===== src/rtl/hb_pkg.sv =====
// Shared definitions for the Hummingbird 16-bit block decryptor:
// round count, FSM state type, key slice positions and inverse S-box tables.
package hb_pkg;

  localparam int HB_ROUNDS = 4;
  localparam int RND_W     = 2;
  localparam logic [RND_W-1:0] LAST_RND = RND_W'(HB_ROUNDS - 1);

  localparam int BLK_W  = 16;
  localparam int K1_LSB = 0;
  localparam int K2_LSB = 16;
  localparam int K3_LSB = 32;
  localparam int K4_LSB = 48;

  typedef enum logic [1:0] {
    IDLE  = 2'd0,
    ROUND = 2'd1,
    DONE  = 2'd2
  } hb_state_e;

  // Inverse S-boxes; entry i is the nibble that the forward box maps to i.
  localparam logic [3:0] S1_INV [16] = '{
    4'hD, 4'h4, 4'hA, 4'hF, 4'hB, 4'h2, 4'h1, 4'hC,
    4'h0, 4'h7, 4'h6, 4'h9, 4'h5, 4'hE, 4'h8, 4'h3};
  localparam logic [3:0] S2_INV [16] = '{
    4'h0, 4'h3, 4'h7, 4'h8, 4'hE, 4'h4, 4'hB, 4'h1,
    4'h6, 4'hF, 4'h9, 4'h5, 4'hD, 4'hA, 4'h2, 4'hC};
  localparam logic [3:0] S3_INV [16] = '{
    4'hC, 4'h3, 4'h0, 4'hA, 4'hB, 4'h4, 4'h5, 4'hF,
    4'h9, 4'hE, 4'h6, 4'hD, 4'h2, 4'h7, 4'h8, 4'h1};
  localparam logic [3:0] S4_INV [16] = '{
    4'hA, 4'h7, 4'h6, 4'h9, 4'h1, 4'h2, 4'hC, 4'h5,
    4'h3, 4'h4, 4'h8, 4'hF, 4'hD, 4'hE, 4'hB, 4'h0};

  // Extract one 16-bit subkey from the 64-bit key.
  function automatic logic [BLK_W-1:0] key_word(input logic [63:0] key, input int lsb);
    return key[lsb +: BLK_W];
  endfunction

endpackage


===== src/rtl/S1_box_dec.sv =====
// Inverse of S-box 1 (applied to plaintext-side nibble [15:12]).
module S1_box_dec
  import hb_pkg::*;
(
  input  logic [3:0] nib_in,
  output logic [3:0] nib_out
);
  assign nib_out = S1_INV[nib_in];
endmodule


===== config.mk =====
export PLATFORM = sky130hd
export DESIGN_NAME = S1_box_dec
export DESIGN_NICKNAME = d
export VERILOG_FILES = /design/src/rtl/hb_pkg.sv /design/src/rtl/S1_box_dec.sv
export SDC_FILE = /design/constraint.sdc
export NUM_CORES = 1
export LEC_CHECK = 0
export BUFFER_PORTS_ARGS = -buffer_cell sky130_fd_sc_hd__buf_2
export CAP_MARGIN = 20
export CORE_AREA = 5 5 42 44
export DETAILED_ROUTE_END_ITERATION = 10
export DIE_AREA = 0 0 47 49
export PLACE_DENSITY = 0.33
export REMOVE_ABC_BUFFERS = 1
export SYNTH_ARGS = -nofsm -noshare
export SYNTH_HDL_FRONTEND = slang
export SYNTH_SLANG_ARGS = --single-unit

===== constraint.sdc =====
create_clock -name vclk -period 1.7
set_input_delay 0.085 -clock vclk [all_inputs]
set_output_delay 0.085 -clock vclk [all_outputs]
set_load 0.02 [all_outputs]

## Yosys cells after proc, flatten, opt, wreduce, memory -nomap -nowiden

Memory sizes are Yosys's and may differ from the RTL's.
Cells that the tools add are included.

| word-level totals | value |
|---|---|
| bits of input ports | 4 |
| memories kept | 1 |
| ROM bits | 64 |
| bits in registers | 0 |
| output and inout port bits | 4 |
| logic and storage cells | 5 |

| operators by class | value |
|---|---|
| mux-type cells | 2 |
| bitwise logic cells | 1 |
| $lt $le $gt $ge | 1 |

Memory list:

| name | words | width | rd ports | clocked after Yosys merged registers in | write ports | line | RTL |
|---|---|---|---|---|---|---|---|
| (no name shown) | 16 | 4 | 1 | 0 | 0 | S1_box_dec.sv:8 | `assign nib_out = S1_INV[nib_in];` |

Operators by type and width:

| cell | number |
|---|---|
| 4-bit 2-to-1 mux | 2 |
| 5-bit greater-or-equal comparator, second input constant | 1 |
| 4-bit NOT with 5-bit output | 1 |

## Longest topological paths before layout

Gate-level depths: netlist of run 1.

| logic depth | value |
|---|---|
| depth in word-level cells | 4 |
| mapped depth | 5 |
| gate-level depth less buffers | 5 |

## Worst setup path before layout of run 1

Ideal clock, no wire load.

| timing | value |
|---|---|
| kind | input -> output |
| start point | input nib_in[1] |
| end point | output nib_out[2] |
| path buffers | 0 |
| arrival | 1.006 ns |
| cell stages on the path | 5 |
| data required time | 1.615 ns |
| slack | 0.609 ns |
| path through | inv_1 ha_1 nand2b_1 o22ai_1 a31oi_1 |

| on the way | value |
|---|---|
| word-level cells in the longest chain between the ends | 4 |

RTL lines:

| element | line | RTL |
|---|---|---|
| start: declaration | S1_box_dec.sv:5 | `input logic [3:0] nib_in,` |
| 4-bit NOT with 5-bit output (implied by the code) | S1_box_dec.sv:8 |  |
| memory 16 x 4 bit | -- |  |
| 4-bit 2-to-1 mux (implied by the code) (2 in series) | S1_box_dec.sv:8 |  |
| end: declaration | S1_box_dec.sv:6 | `output logic [3:0] nib_out` |

No other way between the ends. The select of a mux whose other input is x is not followed.

## Final worst setup path of run 1

Ends and elaborated chain as after synthesis.

==> results of run 1 <==
==> through the flow <==
step	setup WS, ps	hold slack (ps)
2_1_floorplan	614	299
6_report	437	548
5_1_grt	356	594
3_5_place_dp	446	555
4_1_cts	447	554
3_3_place_gp	432	554
==> cells by family (layout without fill, tap and decap cells) <==
family	after synthesis	count (layout)	synth area share (%)
AO/OA/AOI/OAI	9	9	34.4
adder cells (fa/ha/maj)	4	4	32.0
buffers and inverters	3	10	7.20
AND/OR/NAND/NOR	8	8	26.4
==> tightest hold or removal path, delay by kind of cell <==
| family | cells | cell delay (ps) |
|---|---|---|
| buffers and inverters | 2 | 300 |
| AOI/OAI and AO/OA | 1 | 70 |
==> final timing paths <==
kind      start    endpoint  slack [ps]  cells after the start
max   nib_in[1]  nib_out[2]         440                      7
min   nib_in[2]  nib_out[3]         550                      3
==> power groups by stage <==
stage                     clock network, W  registers (W)  logic (W)
final                                    0              0  0.0000637
after global placement                   0              0  0.0000659
after detailed placement                 0              0  0.0000647
after CTS                                0              0  0.0000648
after global routing                     0              0  0.0000717
after floorplan                          0              0  0.0000393
==> synth_stat cells <==
master	n	share of area [%]
nor2_1	1	2.4
o21ai_0	1	3.2
ha_1	4	32
nand2b_1	4	16
nand3_1	1	3.2
a31oi_1	2	8.0
a211oi_1	1	4.8
o21bai_1	1	4.8
o21ai_1	1	3.2
clkbuf_1	1	2.4
a21oi_1	2	6.4
o22ai_1	1	4.0
nand2_1	2	4.8
inv_1	2	4.8
==> layout make-up <==
class / count / area share, %
Timing Repair Buffer: 8 / 18.8
Multi-Input combinational cell: 21 / 68.2
Tap cell: 16 / 9.41
Inverter: 2 / 3.53
==> routing by layer <==
layer	vias to the layer above	wire length, um
li1	101	-
met1	70	218
met2	6	135
met3	0	30
met4	0	0
met5	-	0
==> flow_summary.json, run 1 <==
{
  "status": "complete, no violations",
  "gp_congestion": 0.678,
  "n_clock_buffer": 0,
  "vias_per_cell": 3.77,
  "postLayoutCellArea_um2": 213,
  "ir_worst_vdd_uv": 63.8,
  "num_vias": 177,
  "startpoint_type": "input port",
  "power.total_w": 0.0000637,
  "drive_gt1_share_pct": 25.8,
  "n_antenna_cell": 0,
  "first_pass_iters": 4,
  "p_clk_share_pct": 0,
  "routedWlPerCell_um": 8.19,
  "drt_wl_total_um": 385,
  "utilization_pct": 15.2,
  "hold_violations": 0,
  "dp.cells": 47,
  "p_int_w": 0.0000241,
  "sw_frac_of_total_pct": 62.2,
  "io_pins": 8,
  "yosysSeqAreaShare_pct": 0,
  "use_met1_pct": 5.65,
  "final_cell_mix": "8 x buf_2, 4 x nand2b_1, 4 x ha_1",
  "stdcell_count": 47,
  "portBuffers": 8,
  "power_frac_seq_pct": 0,
  "crit_family": "buffers and inverters",
  "critPathRequiredTime_ps": 1620,
  "hpwl_um": 343,
  "setup-violations-final": 0,
  "dieArea_um2": 2300,
  "rows": 14,
  "synthToLayoutAreaGrowth_pct": 36.0,
  "synth_area_um2": 156,
  "slew_headroom_pct": 86.3,
  "track_usage_pct": 3.16,
  "grt_pass1_wl_um": 614,
  "drc_errors": 0,
  "nets": 41,
  "regArea_um2": 0,
  "ys_warn_count": 0,
  "cp_slowest_cell": "ha_1",
  "crit_type": "in -> out",
  "cts_resized": 0,
  "arrival_ps": 1180,
  "max_freq_ghz": 0.792,
  "drv_cap": 0,
  "die_h_um": 49,
  "crit_top_cell": "buf_2",
  "slew_violations": 0,
  "busiest_layer": "met1",
  "placed_cell_area_um2": 213,
  "multi_input_area_um2": 145,
  "power_frac_comb_pct": 100.0,
  "grtUsageMet3_pct": 0.369,
  "grt_max_degree": 10,
  "worst_pin_slew_ps": 204,
  "worstPathMaxFanout": 5,
  "fillerInstances": 173,
  "n_sequential_cell": 0,
  "post_cts_buffers": 0,
  "die_x_um": 47,
  "final_common_cell": "buf_2",
  "cts_hold_buf": 0,
  "rsz0062_at_grt": "no",
  "cp_cell_sequence": "buf_2, inv_1, ha_1, nand2b_1, o22ai_1, a31oi_1, buf_2",
  "hp-class": "in -> out",
  "power_per_cell_area_nw_per_um2": 300,
  "detail-route-antenna-nets": 0,
  "synth_cells": 24,
  "end_kind": "output port",
  "antenna_found_initial": 0,
  "synthDistinctLibCells": 14,
  "grt_overflow": 0,
  "grt_pass1_vias": 150,
  "core_area_um2": 1400,
  "min_period_ps": 1260,
  "fin_tns_setup_ps": 0,
  "initial_core_util_pct": 11.2,
  "drt_iter0_drc": 4,
  "slowest_delay_ps": 290,
  "leakagePower_nw": 0.108,
  "p_switching_w": 0.0000397,
  "grtUsageMet2_pct": 4.07,
  "syn_avg_cell_area_um2": 6.52,
  "fin_crit_sh_pct": 74.3,
  "cp_num_buf_inv": 3
}
Power figures use the tool's default switching activity.
==> run 2, diff against run 1 <==
--- a/config.mk
+++ b/config.mk
@@ -5,12 +5,13 @@
 export SDC_FILE = /design/constraint.sdc
 export NUM_CORES = 1
 export LEC_CHECK = 0
+export ABC_AREA = 1
 export BUFFER_PORTS_ARGS = -buffer_cell sky130_fd_sc_hd__buf_2
 export CAP_MARGIN = 20
 export CORE_AREA = 5 5 42 44
 export DETAILED_ROUTE_END_ITERATION = 10
 export DIE_AREA = 0 0 47 49
-export PLACE_DENSITY = 0.33
+export PLACE_DENSITY = 0.36
 export REMOVE_ABC_BUFFERS = 1
 export SYNTH_ARGS = -nofsm -noshare
 export SYNTH_HDL_FRONTEND = slang
==> constraint.sdc (replaced) <==
create_clock -name vclk -period 1.3
set_input_delay 0.065 -clock vclk [all_inputs]
set_output_delay 0.065 -clock vclk [all_outputs]
set_load 0.02 [all_outputs]
==> run 2 against run 1 <==
Net effect: area after synthesis rose by 23%; count of clock-buffer cells in the layout did not move; non-clock buffer count did not move; wire length rose by 7.0%; critical path depth rose by 2; critical path type unchanged.
==> flow_summary.json, run 2 <==
{
  "crit_path_end": "nib_out[0]",
  "fin_crit_sh_pct": 86.2,
  "drt_iter0_drc": 4,
  "yosysSeqAreaShare_pct": 0,
  "startpoint_type": "input port",
  "die_h_um": 49,
  "setup_slack_ps": 179,
  "cp_cell_sequence": "buf_2, inv_1, ha_1, inv_1, nand2_1, nand2_1, nand2_1, nand2_1, buf_2",
  "portBuffers": 8,
  "synth_top_area_share_pct": 48.7,
  "arrival_ps": 1060,
  "hold_violations": 0,
  "worst_pin_slew_ps": 109,
  "cts_hold_buf": 0,
  "initial_core_util_pct": 13.8,
  "final_common_cell": "nand2_1",
  "fillerInstances": 178,
  "final_cell_mix": "25 x nand2_1, 8 x buf_2, 7 x inv_1",
  "end_kind": "output port",
  "rows": 14,
  "cp_num_buf_inv": 4,
  "grt_overflow": 0,
  "slew_violations": 0,
  "drive_gt1_share_pct": 18.4,
  "ys_warn_count": 0,
  "first_pass_iters": 4,
  "power_per_cell_area_nw_per_um2": 367,
  "detail-route-antenna-nets": 0,
  "ir_worst_vdd_uv": 85.7,
  "worstPathMaxFanout": 5,
  "synth_commonest_cells": "25 x nand2_1, 7 x inv_1, 4 x ha_1",
  "vias_per_cell": 3.78,
  "drt_wl_total_um": 412,
  "yosys-top-cells-area": "nand2_1 49%, ha_1 26%, inv_1 14%",
  "place_ws_ps": 184,
  "synth_cells": 41,
  "hpwl_um": 379,
  "n_sequential_cell": 0,
  "post_cts_buffers": 0,
  "slowest_delay_ps": 330,
  "rsz0062_at_grt": "no",
  "yosys.area.top_type": "nand2_1",
  "cp.depth": 9,
  "min_period_ps": 1120,
  "crit_top_cell": "nand2_1",
  "synthMostInstantiatedCell": "nand2_1",
  "n_antenna_cell": 0,
  "io_pins": 8,
  "setup.worst_path.start": "nib_in[0]",
  "grt_pass1_vias": 189,
  "routedWlPerCell_um": 6.34,
  "crit_type": "in -> out",
  "syn_avg_cell_area_um2": 4.70,
  "multi_input_area_um2": 163,
  "antenna_found_initial": 0,
  "die_x_um": 47,
  "synth_area_um2": 193,
  "synthDistinctLibCells": 7,
  "n_clock_buffer": 0,
  "core_area_um2": 1400,
  "crit_family": "buffers and inverters",
  "grt_pass1_wl_um": 745,
  "hp-class": "in -> out",
  "track_usage_pct": 3.86,
  "status": "complete, no violations",
  "slew_headroom_pct": 92.7,
  "grt_max_degree": 8,
  "num_vias": 246,
  "setup-violations-final": 0,
  "synthToLayoutAreaGrowth_pct": 31.2,
  "drc_errors": 0,
  "max_freq_ghz": 0.892,
  "critPathRequiredTime_ps": 1240,
  "nets": 59,
  "dieArea_um2": 2300,
  "gp_congestion": 0.737,
  "regArea_um2": 0,
  "cp_slowest_cell": "ha_1",
  "leakagePower_nw": 0.182,
  "fin_tns_setup_ps": 0,
  "cts_resized": 0,
  "drv_cap": 0
}
==> run 2: cell count changes in the layout (fill, tap and decap cells not counted), moves of 2 or more <==
cell,change
nand2_1,+23
inv_1,+5
a31oi_1,-2
nand2b_1,-4
==> run 2: kinds of logic after synthesis <==
group,after synthesis,synth area share (%)
compound gates,1,2.59
fa+ha+maj,4,26.0
buf+inv,8,15.6
simple gates,28,55.8
==> run 2: layout make-up <==
| cell class | instances | share of cell area, % |
|---|---|---|
| multi-input combinational | 33 | 64.4 |
| timing repair buffer | 8 | 15.8 |
| inverter | 8 | 11.9 |
| tap | 16 | 7.92 |
==> run 2: worst min path at each step <==
stage                          from          to  slack, ps  cells past startpoint
after floorplan           nib_in[3]  nib_out[2]        300                      2
after global placement    nib_in[3]  nib_out[2]        520                      4
after detailed placement  nib_in[3]  nib_out[2]        520                      4
after CTS                 nib_in[3]  nib_out[2]        520                      4
after global routing      nib_in[3]  nib_out[1]        550                      4
final                     nib_in[3]  nib_out[2]        510                      4
==> run 2: per-layer routing <==
layer	vias up	track usage [%]	share of wire [%]
met5	-	0	0
met4	0	0	0
met3	0	0.738	5.8
met2	6	5.43	45
met1	104	6.30	49
li1	136	-	-
==> run 2: report_power, final <==
| group | total, W | internal (W) | switching (W) |
|---|---|---|---|
| clock | 0 | 0 | 0 |
| sequential | 0 | 0 | 0 |
| combinational | 0.0000929 | 0.0000326 | 0.0000603 |
| total | 0.0000929 | 0.0000326 | 0.0000603 |
==> run 2: per-stage QoR <==
stage                     power [W]  cells  area, um^2  utilization, %  hold slack (ps)
after global routing       0.000108     65         253            18.0              550
final                     0.0000929     65         253            18.0              515
after global placement    0.0000965     65         253            18.0              518
after CTS                 0.0000950     65         253            18.0              522
after floorplan           0.0000621     41         193               -              298
after detailed placement  0.0000945     65         253            18.0              521
==> run 3, diff against run 2 <==
--- a/config.mk
+++ b/config.mk
@@ -6,12 +6,13 @@
 export NUM_CORES = 1
 export LEC_CHECK = 0
 export ABC_AREA = 1
-export BUFFER_PORTS_ARGS = -buffer_cell sky130_fd_sc_hd__buf_2
+export ABC_CLOCK_PERIOD_IN_PS = 1300
 export CAP_MARGIN = 20
 export CORE_AREA = 5 5 42 44
 export DETAILED_ROUTE_END_ITERATION = 10
 export DIE_AREA = 0 0 47 49
-export PLACE_DENSITY = 0.36
+export DONT_BUFFER_PORTS = 1
+export PLACE_DENSITY = 0.31
 export REMOVE_ABC_BUFFERS = 1
 export SYNTH_ARGS = -nofsm -noshare
 export SYNTH_HDL_FRONTEND = slang
==> run 3 against run 2 <==
Net effect: critical path depth down 2; first-iteration DRC count is 50% lower; core utilization down 2.9 points; critical path type unchanged; highest routed layer unchanged.
==> flow_summary.json, run 3 (synthesized netlist as in run 2, its figures left out) <==
{
  "first_pass_iters": 3,
  "hp-class": "in -> out",
  "setup-violations-final": 0,
  "worstPathMaxFanout": 5,
  "slew_headroom_pct": 86.6,
  "fin_tns_setup_ps": 0,
  "status": "complete, no violations",
  "leakagePower_nw": 0.149,
  "num_vias": 214,
  "slowest_delay_ps": 320,
  "arrival_ps": 860,
  "cts_hold_buf": 0,
  "synthToLayoutAreaGrowth_pct": 10.4,
  "end_kind": "output port",
  "n_sequential_cell": 0,
  "hold_violations": 0,
  "io_pins": 8,
  "routedWlPerCell_um": 8.12,
  "p_clk_share_pct": 0,
  "portBuffers": 0,
  "crit_top_cell": "nand2_1",
  "antenna_found_initial": 0,
  "drc_errors": 0,
  "gp_congestion": 0.701,
  "vias_per_cell": 3.75,
  "rows": 14,
  "initial_core_util_pct": 13.8,
  "die_h_um": 49,
  "core_area_um2": 1400,
  "worst_pin_slew_ps": 201,
  "track_usage_pct": 4.56,
  "max_freq_ghz": 1.09,
  "nets": 51,
  "grt_max_degree": 8,
  "drt_iter0_drc": 2,
  "setup.worst_path.start": "nib_in[0]",
  "grt_pass1_wl_um": 855,
  "regArea_um2": 0,
  "startpoint_type": "input port",
  "power_frac_comb_pct": 100.0,
  "critPathRequiredTime_ps": 1240,
  "stdcell_count": 57,
  "drive_gt1_share_pct": 2.44,
  "final_cell_mix": "25 x nand2_1, 7 x inv_1, 4 x ha_1",
  "min_from": "nib_in[3]",
  "fillerInstances": 181,
  "rsz0062_at_grt": "no",
  "cp_slowest_cell": "ha_1",
  "power_per_cell_area_nw_per_um2": 329,
  "drt_wl_total_um": 463,
  "drv_cap": 0,
  "ir_worst_vdd_uv": 42.1,
  "final_common_cell": "nand2_1",
  "grt_pass1_vias": 211,
  "p_switching_w": 0.0000503,
  "fin_crit_sh_pct": 70.9,
  "die_x_um": 47,
  "dp.cells": 57,
  "crit_type": "in -> out",
  "sw_frac_of_total_pct": 71.7,
  "grt_overflow": 0,
  "power_frac_seq_pct": 0,
  "n_antenna_cell": 0,
  "dieArea_um2": 2300,
  "post_cts_buffers": 0,
  "min_period_ps": 921,
  "detail-route-antenna-nets": 0,
  "hpwl_um": 423,
  "cp_cell_sequence": "inv_1, ha_1, inv_1, nand2_1, nand2_1, nand2_1, nand2_1",
  "cts_resized": 0,
  "holdPathStages": 2,
  "n_clock_buffer": 0,
  "p_int_w": 0.0000198,
  "slew_violations": 0
}
[run 3: changes by cell type in the layout (fill, tap and decap cells not counted), sizes merged]
cell and change:
buf -8
[run 3: cell type report]
| class | count | area [um^2] | share of cell area, % |
|---|---|---|---|
| multi-input combinational | 33 | 163 | 76.5 |
| tap | 16 | 20.0 | 9.41 |
| inverter | 8 | 30.0 | 14.1 |
[run 3: through the flow]
stage	worst slack, ps	hold WS, ps	total power (W)	area (um^2)	util, %
global route	253	314	0.0000816	213	15.2
finish	379	307	0.0000701	213	15.2
floorplan	444	298	0.0000621	193	-
detailed placement	356	310	0.0000717	213	15.2
CTS	354	310	0.0000720	213	15.2
global placement	344	311	0.0000727	213	15.2
[run 3: critical path: cells and delay by family]
kind                       cells  cell delay [ps]
and+or+nand+nor                4              360
adders and majority gates      1              320
buffers and inverters          2              100
[run 3: worst paths after layout]
| check | end | slack (ps) |
|---|---|---|
| worst min-delay path | nib_out[2] | 310 |
| worst max-delay path | nib_out[0] | 380 |
[run 3: routing by layer]
| metal | wire [um] | share of wire (%) | track usage [%] |
|---|---|---|---|
| met3 | 52 | 11 | 2.21 |
| met5 | 0 | 0 | 0 |
| met2 | 245 | 53 | 7.69 |
| met4 | 0 | 0 | 0 |
| met1 | 165 | 36 | 5.43 |
[run 3: power groups by stage]
stage	clock network [W]	logic [W]	registers [W]
4_1_cts	0	0.0000720	0
6_report	0	0.0000701	0
5_1_grt	0	0.0000816	0
3_3_place_gp	0	0.0000727	0
3_5_place_dp	0	0.0000717	0
2_1_floorplan	0	0.0000621	0
